===== src/rtl/seq_cu_pkg.sv =====
// Shared definitions for the fill/copy sequencer: the 2-bit state
// encoding (which doubles as the externally visible phase) and the
// strobe patterns driven in each active phase.
package seq_cu_pkg;

   // State encoding is also the phase output, so the values are fixed.
   typedef enum logic [1:0] {
      IDLE = 2'b00,
      FILL = 2'b01,
      COPY = 2'b10,
      DONE = 2'b11
   } state_t;

   // Strobe bundle, ordered WEA, IncA, IncB, WEB from MSB to LSB.
   typedef struct packed {
      logic wea;
      logic incA;
      logic incB;
      logic web;
   } strobe_t;

   localparam strobe_t STROBE_NONE = 4'b0000;
   localparam strobe_t STROBE_FILL = 4'b1100;
   localparam strobe_t STROBE_COPY = 4'b0111;

   // Maps a state onto its unstalled strobe pattern; IDLE and DONE are quiet.
   function automatic strobe_t decodeStrobes(input state_t s);
      strobe_t r;
      r = STROBE_NONE;
      if (s == FILL) r = STROBE_FILL;
      if (s == COPY) r = STROBE_COPY;
      return r;
   endfunction

endpackage


===== src/rtl/seq_cu_if.sv =====
// Control/status bundle between a requester and the fill/copy sequencer.
// The requester (master) drives start/stall/cont; the sequencer (slave)
// drives the memory strobes and the status signals.
interface seq_cu_if #(
   parameter int DEPTH = 8
);
   localparam int CW = $clog2(DEPTH);

   logic          start;
   logic          stall;
   logic          cont;
   logic          WEA;
   logic          IncA;
   logic          IncB;
   logic          WEB;
   logic          busy;
   logic          done;
   logic [1:0]    phase;
   logic [CW-1:0] count;

   modport master (
      output start, stall, cont,
      input  WEA, IncA, IncB, WEB, busy, done, phase, count
   );

   modport slave (
      input  start, stall, cont,
      output WEA, IncA, IncB, WEB, busy, done, phase, count
   );

endinterface


===== src/rtl/seq_cnt.sv =====
// Phase position counter. Counts up while enabled and wraps explicitly
// to zero after the terminal value, so a non-power-of-two phase length
// never exposes out-of-range values. Clear wins over enable.
module seq_cnt #(
   parameter int WIDTH = 3
) (
   input  logic             clk,
   input  logic             rst,
   input  logic             clr_i,
   input  logic             en_i,
   input  logic [WIDTH-1:0] last_i,
   output logic [WIDTH-1:0] cnt_o,
   output logic             tc_o
);

   logic [WIDTH-1:0] cnt_q;
   logic [WIDTH-1:0] cnt_d;

   // Next count: hold, clear, step, or wrap from the terminal value back to zero.
   always_comb begin
      cnt_d = cnt_q;
      if (clr_i) begin
         cnt_d = '0;
      end else if (en_i) begin
         cnt_d = tc_o ? '0 : cnt_q + 1'b1;
      end
   end

   // Count register with synchronous reset.
   always_ff @(posedge clk) begin
      if (rst) begin
         cnt_q <= '0;
      end else begin
         cnt_q <= cnt_d;
      end
   end

   assign cnt_o = cnt_q;
   assign tc_o  = (cnt_q == last_i);

endmodule


===== src/rtl/seq_cu.sv =====
// Fill/copy sequencer. One start request runs DEPTH cycles of FILL
// (write memory A) followed by DEPTH cycles of COPY (read A, write B),
// then a single DONE cycle. With cont set, DONE loops straight back
// into FILL. Stall freezes the sequence and gates the strobes off
// combinationally so the external address counters stay aligned.
module seq_cu
   import seq_cu_pkg::*;
#(
   parameter int DEPTH = 8
) (
   input  logic     clk,
   input  logic     rst,
   seq_cu_if.slave  bus
);

   localparam int            CW   = $clog2(DEPTH);
   localparam logic [CW-1:0] LAST = CW'(DEPTH - 1);

   state_t        state_q;
   state_t        state_d;
   strobe_t       strb;
   logic          cntEn;
   logic          cntClr;
   logic          cntTc;
   logic [CW-1:0] cnt;

   // Position within the current phase; only advances while an active phase is not stalled.
   seq_cnt #(
      .WIDTH (CW)
   ) u_cnt (
      .clk    (clk),
      .rst    (rst),
      .clr_i  (cntClr),
      .en_i   (cntEn),
      .last_i (LAST),
      .cnt_o  (cnt),
      .tc_o   (cntTc)
   );

   // State register; reset abandons any partial sequence without a done pulse.
   always_ff @(posedge clk) begin
      if (rst) begin
         state_q <= IDLE;
      end else begin
         state_q <= state_d;
      end
   end

   // Next-state logic: start only matters in IDLE, cont only in DONE, stall only in FILL/COPY.
   always_comb begin
      state_d = state_q;
      unique case (state_q)
         IDLE: if (bus.start) state_d = FILL;
         FILL: if (!bus.stall && cntTc) state_d = COPY;
         COPY: if (!bus.stall && cntTc) state_d = DONE;
         DONE: state_d = bus.cont ? FILL : IDLE;
         default: state_d = IDLE;
      endcase
   end

   // Output decode: strobes follow state gated by stall, plus status and counter control.
   always_comb begin
      strb   = decodeStrobes(state_q);
      cntEn  = 1'b0;
      cntClr = 1'b0;
      if (bus.stall) begin
         strb = STROBE_NONE;
      end
      if ((state_q == FILL) || (state_q == COPY)) begin
         cntEn = !bus.stall;
      end else begin
         cntClr = 1'b1;
      end
      bus.WEA   = strb.wea;
      bus.IncA  = strb.incA;
      bus.IncB  = strb.incB;
      bus.WEB   = strb.web;
      bus.busy  = (state_q == FILL) || (state_q == COPY);
      bus.done  = (state_q == DONE);
      bus.phase = state_q;
      bus.count = cnt;
   end

endmodule


===== src/flat_wrapper.sv =====
// flat-port wrapper written by rule: the top's interface ports become plain ports
module seq_cu_flat import seq_cu_pkg::*;
#(
   parameter int DEPTH = 8
)
  (clk, rst, bus_start, bus_stall, bus_cont, bus_WEA, bus_IncA, bus_IncB, bus_WEB, bus_busy, bus_done, bus_phase, bus_count);
  seq_cu_if #(.DEPTH(DEPTH)) bus_i ();
  input  logic clk;
  input  logic rst;
  input wire logic [$bits(bus_i.start)-1:0] bus_start;
  input wire logic [$bits(bus_i.stall)-1:0] bus_stall;
  input wire logic [$bits(bus_i.cont)-1:0] bus_cont;
  output wire logic [$bits(bus_i.WEA)-1:0] bus_WEA;
  output wire logic [$bits(bus_i.IncA)-1:0] bus_IncA;
  output wire logic [$bits(bus_i.IncB)-1:0] bus_IncB;
  output wire logic [$bits(bus_i.WEB)-1:0] bus_WEB;
  output wire logic [$bits(bus_i.busy)-1:0] bus_busy;
  output wire logic [$bits(bus_i.done)-1:0] bus_done;
  output wire logic [$bits(bus_i.phase)-1:0] bus_phase;
  output wire logic [$bits(bus_i.count)-1:0] bus_count;
  assign bus_i.start = bus_start;
  assign bus_i.stall = bus_stall;
  assign bus_i.cont = bus_cont;
  assign bus_WEA = bus_i.WEA;
  assign bus_IncA = bus_i.IncA;
  assign bus_IncB = bus_i.IncB;
  assign bus_WEB = bus_i.WEB;
  assign bus_busy = bus_i.busy;
  assign bus_done = bus_i.done;
  assign bus_phase = bus_i.phase;
  assign bus_count = bus_i.count;
  seq_cu #(.DEPTH(DEPTH)) u_core (.clk(clk), .rst(rst), .bus(bus_i));
endmodule

===== config.mk =====
export PLATFORM = sky130hd
export DESIGN_NAME = seq_cu_flat
export DESIGN_NICKNAME = d
export VERILOG_FILES = /design/src/rtl/seq_cu_pkg.sv /design/src/rtl/seq_cu_if.sv /design/src/rtl/seq_cnt.sv /design/src/rtl/seq_cu.sv /design/src/flat_wrapper.sv
export SDC_FILE = /design/constraint.sdc
export NUM_CORES = 1
export LEC_CHECK = 0
export CORE_AREA = 2 2 39 41
export CTS_CLUSTER_DIAMETER = 50
export DETAILED_ROUTE_END_ITERATION = 7
export DIE_AREA = 0 0 41 43
export DONT_BUFFER_PORTS = 1
export PLACE_DENSITY_LB_ADDON = 0.15
export SKIP_CTS_REPAIR_TIMING = 1
export SLEW_MARGIN = 20
export SYNTH_ARGS = -nofsm -noshare
export SYNTH_HDL_FRONTEND = slang
export SYNTH_SLANG_ARGS = --single-unit

===== constraint.sdc =====
create_clock -name clk -period 1.8 [get_ports clk]
set_clock_uncertainty 0.1 [all_clocks]
set_input_delay 0.36 -clock clk [delete_from_list [all_inputs] [get_ports clk]]
set_output_delay 0.36 -clock clk [all_outputs]
set_load 0.01 [all_outputs]

* Yosys cells after proc, flatten, opt, wreduce, memory -nomap -nowiden
Cells that the tools add are included.
Operators by class: add/sub/neg operators 1, equality and inequality tests 7, muxes and demuxes 10, bitwise operators 1, reduce and logical (&&, ||, !) cells 6
Operator list (number):
- 4-bit two-way mux | 3
- 2-bit one-hot mux with 4 select lines | 1
- 2-bit two-way mux | 3
- 2-bit == test (second input constant) | 2
- 2-bit by 1-bit != test with 1-bit output (second input constant) | 2
- 3-bit by 1-bit adder with 3-bit output (second input constant) | 1
- 3-bit == test (second input constant) | 1
- 3-bit two-way mux | 1
- 3-bit AND reduction | 1
- 2-bit by 1-bit == test with 1-bit output (second input constant) | 1
- 2-bit zero test | 1
- 1-bit two-way mux | 2
- 2-bit != test (second input constant) | 1
- 2-bit OR reduction | 1
- 1-bit logical AND | 1
- 1-bit zero test | 1
- 1-bit logical OR | 1
- 1-bit NOT | 1
Word-level totals: bits in registers 5, input port bits 5, output and inout port bits 11, logic and storage cells 27

* Logic depth before layout (Yosys ltp)
Gate-level depths: netlist of the first run.
word-level depth 4, gate-level depth with buffers 5, gate-level depth less buffers 5

* Modules after synthesis
Synthesis of the first run repeated with hierarchy kept, for this count alone.
Unflattened totals: cells, all modules 47, area, all modules 407.9 sq um
Modules (own cells, without submodules):
- seq_cu | times used 1, cells each 26, area each 221.5 sq um, sequential area each 40.0 sq um
- seq_cnt | times used 1, cells each 21, area each 186.4 sq um, sequential area each 60.1 sq um

* Worst setup path after synthesis of the first run
No wires, ideal clock.
kind register to register, start point register u_core.u_cnt.cnt_q[0] (netlist: u_core.u_cnt.cnt_o[0]), end point register u_core.state_q[0] (netlist: u_core.bus.phase[0]), library setup time 0.103 ns, arrival 1.398 ns, required time 1.597 ns, setup slack 0.198 ns, stages on the path, launching flop included 6, buffers on the path 0, clock period less this slack 1.602 ns, cell sequence dfxtp_1 > ha_1 > ha_1 > nor2b_4 > o2111a_1 > a2111oi_2
Between the ends: word-level cells in the longest chain between the ends 4
RTL lines:
- from (decl) | RTL line seq_cnt.sv:16 | logic [WIDTH-1:0] cnt_q;
- from (signal assigned) | RTL line seq_cnt.sv:34 | cnt_q <= cnt_d;
- 3-bit == test * | RTL line seq_cnt.sv:39 | assign tc_o = (cnt_q == last_i);
- 1-bit logical AND * | RTL line seq_cu.sv:54, seq_cu.sv:55
- 2-bit by 1-bit != test with 1-bit output (no line)
- 3-bit AND reduction (no line) *
- to (signal assigned) | RTL line seq_cu.sv:45 | state_q <= state_d;
- to (decl) | RTL line seq_cu.sv:19 | state_t state_q;
Every way passes the cells marked *; elsewhere a longest branch is shown, timed or not. A chain may end at the register's enable or synchronous reset.

* Worst setup path in the final report of the first run
start point register u_core.state_q[0] (netlist: u_core.bus.phase[0]), end point output port bus_IncA
Between the ends: word-level cells in the longest chain between the ends 4
RTL lines:
- 2-bit by 1-bit == test with 1-bit output | RTL line seq_cu_pkg.sv:30 | if (s == FILL) r = STROBE_FILL;
- 4-bit two-way mux | RTL line seq_cu_pkg.sv:30
- 4-bit two-way mux * | RTL line seq_cu_pkg.sv:31 | if (s == COPY) r = STROBE_COPY;
- 4-bit two-way mux * | RTL line seq_cu.sv:66 | if (bus.stall) begin
- to (decl) | RTL line flat_wrapper.sv:14 | output wire logic [$bits(bus_i.IncA)-1:0] bus_IncA;
Marks and branches as above.

==> results of run 1 <==
==> area by class of cell <==
cell class                 instances  area [µm²]
clock buffer                       4        26.3
sequential                         5         100
inverter                           3        11.3
multi-input combinational         27         223
fill                             147         973
timing repair buffer               4        30.0
tap                               16        20.0
==> state kept, by name, summed over array words and instances (netlist names) <==
register / count
u_core.bus.phase: 2
u_core.u_cnt.cnt_o: 3
==> layer usage <==
layer	share of wire (%)	GRT usage (%)	wire length [µm]
met1	40	11.0	284
met2	49	15.0	352
met3	9.5	5.76	68
met4	1.4	10.0	10
met5	0	0	0
==> kinds of logic (layout without fill, tap and decap cells) <==
family	count (synthesis)	after routing	share of synthesized area, %
and+or+nand+nor	14	14	24.1
adders and majority gates	6	6	21.3
AOI/OAI and AO/OA	5	5	12.1
DFF	5	5	28.4
buffers and inverters	5	11	8.51
muxes	2	2	5.67
==> worst reg2reg max path, cell delays in order, from the launching register on <==
cell and delay (ns):
dfxtp_1 0.35, ha_1 0.20, ha_1 0.21, nor2b_4 0.13, o2111a_1 0.24, a2111oi_2 0.31
==> power by group <==
group / internal [mW] / switching [mW] / total (mW)
clock: 0.0837 / 0.0438 / 0.127
sequential: 0.136 / 0.0207 / 0.157
combinational: 0.135 / 0.174 / 0.310
total: 0.355 / 0.239 / 0.594
==> layout by cell type, fill, tap and decap left out, types with 2 or more instances in the layout <==
master / Yosys / layout
inv_1: 3 / 3
and2b_1: 3 / 3
buf_4: 1 / 4
nand2b_1: 2 / 2
a21oi_1: 2 / 2
nor2_1: 4 / 4
ha_1: 6 / 6
nor3_1: 2 / 2
dfxtp_1: 5 / 5
mux2i_1: 2 / 2
clkbuf_4: 0 / 3
==> worst paths after layout <==
path                               from                   to  slack [ns]  depth (start not counted)
setup / recovery    u_core.bus.phase[0]             bus_IncA        0.11                          3
hold reg to reg     u_core.bus.phase[1]  u_core.bus.phase[1]        0.41                          2
hold / removal                      rst  u_core.bus.phase[0]        0.08                          1
setup reg to reg  u_core.u_cnt.cnt_o[1]  u_core.bus.phase[0]        0.16                          5
==> impl_metrics.json, run 1 <==
{
  "cp-start-kind": "register",
  "core_area_mm2": 0.00138,
  "finalHoldViolations": 0,
  "tightest_slew_ns": 0.300,
  "crit_fanout": 4,
  "pin_count": 16,
  "outcome": "finished clean",
  "portBuffers": 0,
  "ys_warn_count": 0,
  "grt_pass1_wl_um": 1220,
  "post_dp_cell_area_um2": 384,
  "antenna_found_initial": 0,
  "antenna_left": 0,
  "dp_cells": 55,
  "synthTopCellsByArea": "dfxtp_1 (28%), ha_1 (21%), and2b_1 (6.4%), mux2i_1 (5.7%), a2111oi_2 (4.3%)",
  "num_antenna_cells": 0,
  "required_ns": 1.34,
  "end_kind": "output port",
  "grtUsageTotal_pct": 10.9,
  "wirelength_um": 715,
  "fin_tns_setup_ns": 0,
  "crit_path_max_incr_delay_ns": 0.37,
  "layout_setup_ws_ns": 0.109,
  "async_flop_share_pct": 0,
  "hold_class": "in -> reg",
  "crit_family": "flip-flops",
  "gp_congestion": 0.655,
  "grt_setup_unrepaired": "false",
  "die_h_um": 43,
  "p_leak_nw": 0.195,
  "critPathSlowestCell": "dfxtp_1",
  "route.detailed.drc": 0,
  "relSlewSlack_pct": 80.0,
  "final_util_pct": 29.7,
  "grt_pass1_vias": 290,
  "clk_pin_slew_ns": 0.04,
  "path_class": "reg -> out",
  "worstPathArrival_ns": 1.23,
  "synth_most_common_cell": "ha_1",
  "path_buf_inv": 1,
  "htreeDepth": 1,
  "layout.nets": 55,
  "synth-edff-count": 0,
  "fin_cells": 59,
  "synthDistinctLibCells": 17,
  "dp_hpwl_um": 584,
  "ys_ff_latch": 5,
  "vias": 280,
  "synth_area_um2": 353,
  "area_growth_pct": 16.3,
  "yosys.area.top_type": "dfxtp_1",
  "grt-ovfl-total": 0,
  "detail_route.iter0.violations": 7,
  "clk_latency_ns": 0.24,
  "synth-seq-area-share_pct": 28.4,
  "synth_nets": 48,
  "synth_top_area_share_pct": 28.4,
  "cts_root_buf": "clkbuf_4",
  "synthTopCellsByCount": "ha_1 (6), dfxtp_1 (5), nor2_1 (4)",
  "synthCells": 37,
  "holdWs_ns": 0.0825,
  "fp.dieW_um": 41,
  "vdd_drop_max_mv": 0.418,
  "powerDensity_mw_per_mm2": 1450,
  "initial_utilization_pct": 25.5,
  "synth_ff_type": "dfxtp_1",
  "dp_slack_ns": 0.170,
  "syn_area_per_cell_um2": 9.54,
  "wl_per_cell_um": 12.1,
  "fin_crit_ns": 1.69,
  "final_design_area_no_fill_um2": 410,
  "cts_buffer_depth": 2,
  "power_mw": 0.594,
  "viasPerCell": 4.75,
  "setup_viol": 0,
  "path_cells": "inv_1 > ha_1 > and2b_1",
  "drt-pass1-iter-count": 2,
  "drive_gt1_share_pct": 20.9,
  "numCtsBuffers": 3,
  "fp.dieArea_mm2": 0.00176,
  "clkSinkCount": 5,
  "drv_slew": 0,
  "num_rows": 14,
  "grt_max_degree": 10,
  "maxCapViolations": 0,
  "cts_tree": "built",
  "fmax_ghz": 0.591,
  "finalCritPeriodShare_pct": 93.9
}
Power figures use the tool's default switching activity.
==> inputs of run 2 (changes only) <==
--- a/config.mk
+++ b/config.mk
@@ -10,7 +10,6 @@
 export DETAILED_ROUTE_END_ITERATION = 7
 export DIE_AREA = 0 0 41 43
 export DONT_BUFFER_PORTS = 1
-export PLACE_DENSITY_LB_ADDON = 0.15
 export SKIP_CTS_REPAIR_TIMING = 1
 export SLEW_MARGIN = 20
 export SYNTH_ARGS = -nofsm -noshare
==> run 2 against run 1 <==
  * Worst setup slack gained 0.050 ns
  * Utilization is the same
  * Register-to-register slack gained 0.02 ns
  * Die area is the same
  * Fmax grew 3.0%
  * Sequential cell count is the same
  * Cell count is the same
  * Clock power is essentially flat
  * Sequential power is essentially flat
  * Sequential share of layout area is the same
  * First-iteration DRC count shrank 100%
  * Critical endpoint unchanged
==> impl_metrics.json, run 2 (same netlist as run 1, synthesis figures left out) <==
{
  "maxCapViolations": 0,
  "crit_fanout": 4,
  "grt-ovfl-total": 0,
  "drt-pass1-iter-count": 1,
  "required_ns": 1.34,
  "path_class": "reg -> out",
  "outcome": "finished clean",
  "relSlewSlack_pct": 80.7,
  "r2r_end": "u_core.bus.phase[0]",
  "fill_cells": 156,
  "rr_worst_depth": 5,
  "vdd_drop_max_mv": 0.559,
  "fmax_ghz": 0.609,
  "dp_slack_ns": 0.178,
  "clkSinkCount": 5,
  "whs_path_depth": 1,
  "p_seq_share_pct": 26.2,
  "antenna_left": 0,
  "hold_class": "in -> reg",
  "powerDensity_mw_per_mm2": 1440,
  "drive_gt1_share_pct": 20.9,
  "antenna_found_initial": 0,
  "grt_setup_unrepaired": "false",
  "portBuffers": 0,
  "layout.nets": 55,
  "p_clk_share_pct": 21.3,
  "area_growth_pct": 16.3,
  "setup_viol": 0,
  "initial_utilization_pct": 25.5,
  "fp.dieArea_mm2": 0.00176,
  "viasPerCell": 4.58,
  "finalHoldViolations": 0,
  "clk_pin_slew_ns": 0.04,
  "gp_congestion": 0.812,
  "fp.dieW_um": 41,
  "final_cell_mix": "ha_1 (6), dfxtp_1 (5), nor2_1 (4), buf_4 (4)",
  "die_h_um": 43,
  "fin_tns_setup_ns": 0,
  "power_mw": 0.592,
  "timing.rr.start": "u_core.u_cnt.cnt_o[1]",
  "crit_path_max_incr_delay_ns": 0.38,
  "largest_register_ffs": 3,
  "fin_crit_ns": 1.64,
  "holdWs_ns": 0.0856,
  "min_to": "u_core.bus.phase[0]",
  "cts_tree": "built",
  "clk_latency_ns": 0.24,
  "crit_family": "flip-flops",
  "layout_setup_ws_ns": 0.159,
  "grt_pass1_wl_um": 1020,
  "num_antenna_cells": 0,
  "drv_slew": 0,
  "pwr-share-comb_pct": 52.5,
  "detail_route.iter0.violations": 0,
  "route.detailed.drc": 0,
  "timing.critical_path.from": "u_core.bus.phase[1]",
  "p_sw_share_pct": 40.0,
  "wirelength_um": 662,
  "numCtsBuffers": 3,
  "grt_max_degree": 10,
  "worstPathArrival_ns": 1.18,
  "r2r_slack_ns": 0.18,
  "critPathSlowestCell": "dfxtp_1",
  "end_kind": "output port",
  "cts_buffer_depth": 2,
  "tightest_slew_ns": 0.290,
  "wl_per_cell_um": 11.2,
  "dp_hpwl_um": 558,
  "num_rows": 14,
  "finalCritPeriodShare_pct": 91.2,
  "core_area_mm2": 0.00138,
  "final_common_cell": "ha_1",
  "path_cells": "inv_1 > ha_1 > and2b_1",
  "htreeDepth": 1,
  "pin_count": 16,
  "grt_pass1_vias": 265,
  "grtUsageTotal_pct": 8.91,
  "vias": 270,
  "p_switching_mw": 0.237,
  "path_buf_inv": 1,
  "hold_start": "rst",
  "p_leak_nw": 0.195,
  "final_util_pct": 29.7,
  "cp-start-kind": "register",
  "cts_root_buf": "clkbuf_4",
  "internal_power_mw": 0.355
}
[run 2: metrics by stage]
stage / instance area (µm²) / cells
2_1_floorplan: 353 / 37
3_3_place_gp: 384 / 55
3_5_place_dp: 384 / 55
4_1_cts: 410 / 59
5_1_grt: 410 / 59
6_report: 410 / 59
[run 2: layout make-up]
| cell class | count | area (µm²) | share of cell area (%) |
|---|---|---|---|
| Clock buffer | 4 | 26.3 | 6.40 |
| Inverter | 3 | 11.3 | 2.74 |
| Multi-Input combinational cell | 27 | 223 | 54.3 |
| Timing Repair Buffer | 4 | 30.0 | 7.32 |
| Sequential cell | 5 | 100 | 24.4 |
| Tap cell | 16 | 20.0 | 4.88 |
[run 2: worst register-to-register path, stage by stage, from the launching register on]
cell	delay, ns
dfxtp_1	0.34
ha_1	0.19
ha_1	0.21
nor2b_4	0.13
o2111a_1	0.24
a2111oi_2	0.31
[run 2: routing by layer]
metal	global-route usage (%)	wire length, µm	vias up
li1	-	-	138
met1	10.2	321	121
met2	11.6	271	9
met3	5.76	61	2
met4	6.00	8	0
met5	0	0	-
[run 2: worst max path at each step]
stage | to | cells after the start
floorplan | u_core.bus.phase[0] | 5
global route | bus_IncA | 3
global placement | u_core.bus.phase[0] | 5
CTS | bus_IncA | 3
detailed placement | u_core.bus.phase[0] | 5
finish | bus_IncA | 3
[run 2: power by group through the flow]
stage / clock (mW) / sequential, mW / combinational, mW
after floorplan: 0 / 0.178 / 0.205
after global placement: 0 / 0.156 / 0.315
after detailed placement: 0 / 0.157 / 0.315
after CTS: 0.133 / 0.156 / 0.318
after global routing: 0.140 / 0.158 / 0.343
final: 0.126 / 0.155 / 0.311
